$ cat src/rtl/priority_decoder_24_seq.sv
// Buffered 2-to-4 decoder: FIFO'd codes replayed as one-hot
// patterns, each held for HOLD_CYCLES cycles, back-to-back.
module priority_decoder_24_seq #(
  parameter int HOLD_CYCLES = 2,
  parameter int FIFO_DEPTH  = 4,
  localparam int AW = $clog2(FIFO_DEPTH),
  localparam int LW = AW + 1
) (
  input  logic          clk,
  input  logic          rst,
  input  logic [1:0]    in_code,
  input  logic          in_valid,
  output logic          in_ready,
  output logic [3:0]    out,
  output logic          out_valid,
  output logic [LW-1:0] level
);

  typedef enum logic {
    IDLE,
    DRIVE
  } state_t;

  localparam logic [3:0]    RELOAD = 4'(HOLD_CYCLES - 1);
  localparam logic [LW-1:0] FULL   = LW'(FIFO_DEPTH);

  logic [1:0]    mem_q [FIFO_DEPTH];
  logic [AW-1:0] wptr_q, wptr_d;
  logic [AW-1:0] rptr_q, rptr_d;
  logic [LW-1:0] level_q, level_d;
  state_t        state_q, state_d;
  logic [3:0]    cnt_q, cnt_d;
  logic [3:0]    out_q, out_d;
  logic          ov_q, ov_d;
  logic          push, pop, has_data;

  assign in_ready  = (level_q != FULL);
  assign push      = in_valid && in_ready;
  assign has_data  = (level_q != '0);
  assign level     = level_q;
  assign out       = out_q;
  assign out_valid = ov_q;

  always_comb begin
    state_d = state_q;
    cnt_d   = cnt_q;
    out_d   = out_q;
    ov_d    = ov_q;
    pop     = 1'b0;
    unique case (state_q)
      IDLE: begin
        if (has_data) begin
          pop     = 1'b1;
          state_d = DRIVE;
        end
      end
      DRIVE: begin
        if (cnt_q != 4'd0) begin
          cnt_d = cnt_q - 4'd1;
        end else if (has_data) begin
          pop = 1'b1;
        end else begin
          out_d   = 4'b0000;
          ov_d    = 1'b0;
          state_d = IDLE;
        end
      end
    endcase
    if (pop) begin
      out_d = 4'b0001 << mem_q[rptr_q];
      ov_d  = 1'b1;
      cnt_d = RELOAD;
    end
  end

  always_comb begin
    wptr_d  = wptr_q;
    rptr_d  = rptr_q;
    level_d = level_q + LW'(push) - LW'(pop);
    if (push) wptr_d = wptr_q + AW'(1);
    if (pop)  rptr_d = rptr_q + AW'(1);
  end

  always_ff @(posedge clk) begin
    if (rst) begin
      state_q <= IDLE;
      wptr_q  <= '0;
      rptr_q  <= '0;
      level_q <= '0;
      cnt_q   <= '0;
      out_q   <= '0;
      ov_q    <= 1'b0;
    end else begin
      state_q <= state_d;
      wptr_q  <= wptr_d;
      rptr_q  <= rptr_d;
      level_q <= level_d;
      cnt_q   <= cnt_d;
      out_q   <= out_d;
      ov_q    <= ov_d;
    end
  end

  // Storage needs no reset; pointers/level define validity.
  always_ff @(posedge clk) begin
    if (!rst && push) mem_q[wptr_q] <= in_code;
  end

endmodule

$ cat config.mk
export PLATFORM = sky130hd
export DESIGN_NAME = priority_decoder_24_seq
export DESIGN_NICKNAME = d
export VERILOG_FILES = /design/src/rtl/priority_decoder_24_seq.sv
export SDC_FILE = /design/constraint.sdc
export NUM_CORES = 1
export LEC_CHECK = 0
export BUFFER_PORTS_ARGS = -buffer_cell sky130_fd_sc_hd__buf_2
export CAP_MARGIN = 20
export CORE_ASPECT_RATIO = 0.9
export CORE_MARGIN = 4
export CORE_UTILIZATION = 40
export CTS_BUF_LIST = sky130_fd_sc_hd__clkbuf_4
export CTS_CLUSTER_SIZE = 30
export DETAILED_ROUTE_END_ITERATION = 10
export PLACE_DENSITY = 0.56
export SETUP_SLACK_MARGIN = 0.5
export SLEW_MARGIN = 20
export SYNTH_ARGS = -nofsm -noshare
export SYNTH_HDL_FRONTEND = slang
export SYNTH_SLANG_ARGS = --single-unit
$ cat constraint.sdc
create_clock -name clk -period 2.1 [get_ports clk]
set_input_delay 0.315 -clock clk [delete_from_list [all_inputs] [get_ports clk]]
set_output_delay 0.315 -clock clk [all_outputs]
set_load 0.01 [all_outputs]
==> flow_summary.json <==
{
  "critPathLaunchType": "flop",
  "clock-root-buffer": "clkbuf_4",
  "synthFlopType": "dfxtp_1",
  "critPathMaxStageDelay_ns": 0.37,
  "core_area_um2": 2840,
  "grt_pass1_wl_um": 4040,
  "drt_iter0_drc": 33,
  "clkTransAtPathRegs_ns": 0.15,
  "clockBufferDepth": 2,
  "cap_violations": 0,
  "postCtsHoldBufs": 0,
  "ff_latch_area_um2": 627,
  "area_delta_synth_final_pct": 35.1,
  "layout-drive-gt1-share": 0.476,
  "drt-total-wl_um": 2380,
  "synth-seq-cells": 27,
  "p_total_mw": 2.38,
  "place_area_um2": 1470,
  "power.density_nw_per_um2": 1450,
  "yosysWarnings": 0,
  "first_pass_iters": 4,
  "synthArstFlopShare": 0,
  "setup_ws_ns": -0.0503,
  "io_pins": 14,
  "synth_edf_count": 8,
  "syn-num-nets": 121,
  "setup_viol": 1,
  "dpl.cell_count": 174,
  "final_nets": 160,
  "finalCritPeriodShare": 1.02,
  "wl_per_cell_um": 12.9,
  "cts_tree": "built",
  "rows": 18,
  "hold_class": "in2reg",
  "worstPathRequired_ns": 2.32,
  "antenna_found_initial": 0,
  "status": "complete, but fails checks",
  "gr-total-overflow": 0,
  "route.detailed.drc": 0,
  "design_area_um2": 1640,
  "finalNonFillerCells": 185,
  "fin_crit_ns": 2.15,
  "syn-cell-area_um2": 1220,
  "cts_buffers": 3,
  "grt_pass1_vias": 868,
  "crit_path_end_kind": "flop",
  "fillCellCount": 247,
  "syn_avg_cell_area_um2": 11.4,
  "rsz0062_at_grt": "true",
  "grtUsageTotal": 0.136,
  "p_leak_nw": 0.682,
  "gp_congestion": 0.819,
  "skew_ns": 0.00453,
  "h-tree-depth": 1,
  "start_util": 0.429,
  "routed-via-count": 859,
  "setup_tns_ns": -0.0503,
  "ant_nets": 0,
  "dp_slack_ns": -0.109,
  "yosysSeqAreaShare": 0.510,
  "die_y_um": 60.3,
  "cp_cell_sequence": "inv_2 -> ha_4 -> nor3b_4 -> o21a_1 -> ha_4 -> inv_2 -> ha_4 -> fa_2 -> xnor2_2 -> xnor2_1 -> nor2_1",
  "crit_type": "reg2reg",
  "multi_input_area_um2": 639,
  "crit_slowest_cell": "dfxtp_2",
  "ys_types": 36,
  "io_buffer_count": 13,
  "viasPerCell": 4.64,
  "diodes": 0,
  "fmaxAchievable_ghz": 0.465,
  "dp_hpwl_um": 1790,
  "critical_path_arrival_ns": 2.37,
  "hold_viol": 0,
  "die_w_um": 66.1,
  "die-area_um2": 3990,
  "syn-instance-count": 107,
  "violations": "setup timing",
  "relSlewSlack": 0.745,
  "ir_drop_uv": 804,
  "tightest_slew_ns": 0.383,
  "clock_sinks": 27,
  "slew_viol_final": 0,
  "clk_latency_ns": 0.32,
  "grt_max_degree": 20,
  "crit_fanout": 2,
  "cpMostUsedCell": "ha_4"
}
[per-stage QoR]
stage / util / hold WS [ns]
2_1_floorplan: - / 0.414
3_3_place_gp: 0.519 / 0.435
3_5_place_dp: 0.519 / 0.444
4_1_cts: 0.565 / 0.192
5_1_grt: 0.579 / 0.173
6_report: 0.579 / 0.201
[critical path, delay by kind of cell, from the launching register on]
kind                     cells  cell delay, ns
adder cells (fa/ha/maj)      4            0.89
flip-flops                   1            0.37
XOR/XNOR                     2            0.28
AO/OA/AOI/OAI                1            0.21
AND/OR/NAND/NOR              2            0.19
buffers and inverters        2            0.09
[cell families (layout without fill, tap and decap cells)]
logic type,after synthesis,after routing,share of synthesized area
AND/OR/NAND/NOR,38,38,0.193
multiplexers,2,2,0.0370
buffers and inverters,10,48,0.0309
XOR/XNOR,5,5,0.0360
adder cells (fa/ha/maj),9,9,0.0988
AO/OA/AOI/OAI,16,16,0.0936
flip-flops,27,27,0.510
[routing by layer]
layer | global-route usage | share of wire
met1 | 0.179 | 0.49
met2 | 0.222 | 0.46
met3 | 0.0451 | 0.040
met4 | 0.0261 | 0.010
met5 | 0 | 0
[area by class of cell]
cell class | count | share of cell area
inverter | 8 | 0.0183
multi-input combinational | 70 | 0.389
tap | 40 | 0.0305
clock buffer | 3 | 0.0137
clock inverter | 1 | 0.00457
timing repair buffer | 36 | 0.162
sequential | 27 | 0.382
[synth_stat cells, drive strengths merged, types with 2 or more instances]
| master | count | area share |
|---|---|---|
| a211oi | 2 | 0.012 |
| a21oi | 4 | 0.020 |
| a22o | 2 | 0.014 |
| a31oi | 2 | 0.010 |
| and2 | 4 | 0.021 |
| clkbuf | 2 | 0.0062 |
| dfxtp | 19 | 0.31 |
| edfxtp | 8 | 0.20 |
| ha | 8 | 0.082 |
| inv | 8 | 0.025 |
| mux4 | 2 | 0.037 |
| nand2 | 5 | 0.017 |
| nand3 | 4 | 0.016 |
| nor2 | 10 | 0.031 |
| nor2b | 2 | 0.010 |
| nor3 | 3 | 0.016 |
| or3 | 4 | 0.025 |
| xnor2 | 4 | 0.029 |
[registers in the layout, summed over array words and instances, names as in the netlist, named ones only]
register,flops
state_q,1
rptr_q,2
out_valid,1
level,3
mem_q,8
cnt_q,4
out,4
wptr_q,2
[path summary, 6_finish.rpt]
check / depth (start not counted) / slack [ns] / endpoint / start
setup / recovery: 11 / -0.05 / level[2] / cnt_q[0]
hold / removal: 1 / 0.20 / mem_q[3][1] / in_code[1]
setup reg to reg: 11 / -0.05 / level[2] / cnt_q[0]
hold reg to reg: 1 / 0.47 / out[0] / out[0]
[repair_timing]
item	CTS	global route
setup buffers	4	3
endpoints found under the hold margin	0	0
setup endpoints to repair	8	16
gates resized for setup	16	4
pin swaps	10	2
[placed cells by master (no fill, tap or decap), types with 2 or more instances in the layout]
cell type  instances
a211oi_1           2
a21oi_1            3
a22o_1             2
a31oi_1            2
and2_4             4
buf_2             12
buf_4             17
buf_6              7
clkbuf_4           3
dfxtp_1           14
dfxtp_2            5
edfxtp_1           8
ha_1               5
ha_4               3
inv_1              5
inv_2              3
mux4_2             2
nand2_1            4
nand3_1            4
nor2_1             9
nor2b_1            2
nor3_1             2
or3_1              3
xnor2_1            2
xnor2_2            2
[report_power, final]
group          internal (mW)  switching, mW  leakage [nW]
Sequential             0.681         0.0923         0.231
Combinational          0.772          0.607         0.438
Clock                 0.0728          0.159        0.0139
(Power assumes the default switching activity.)
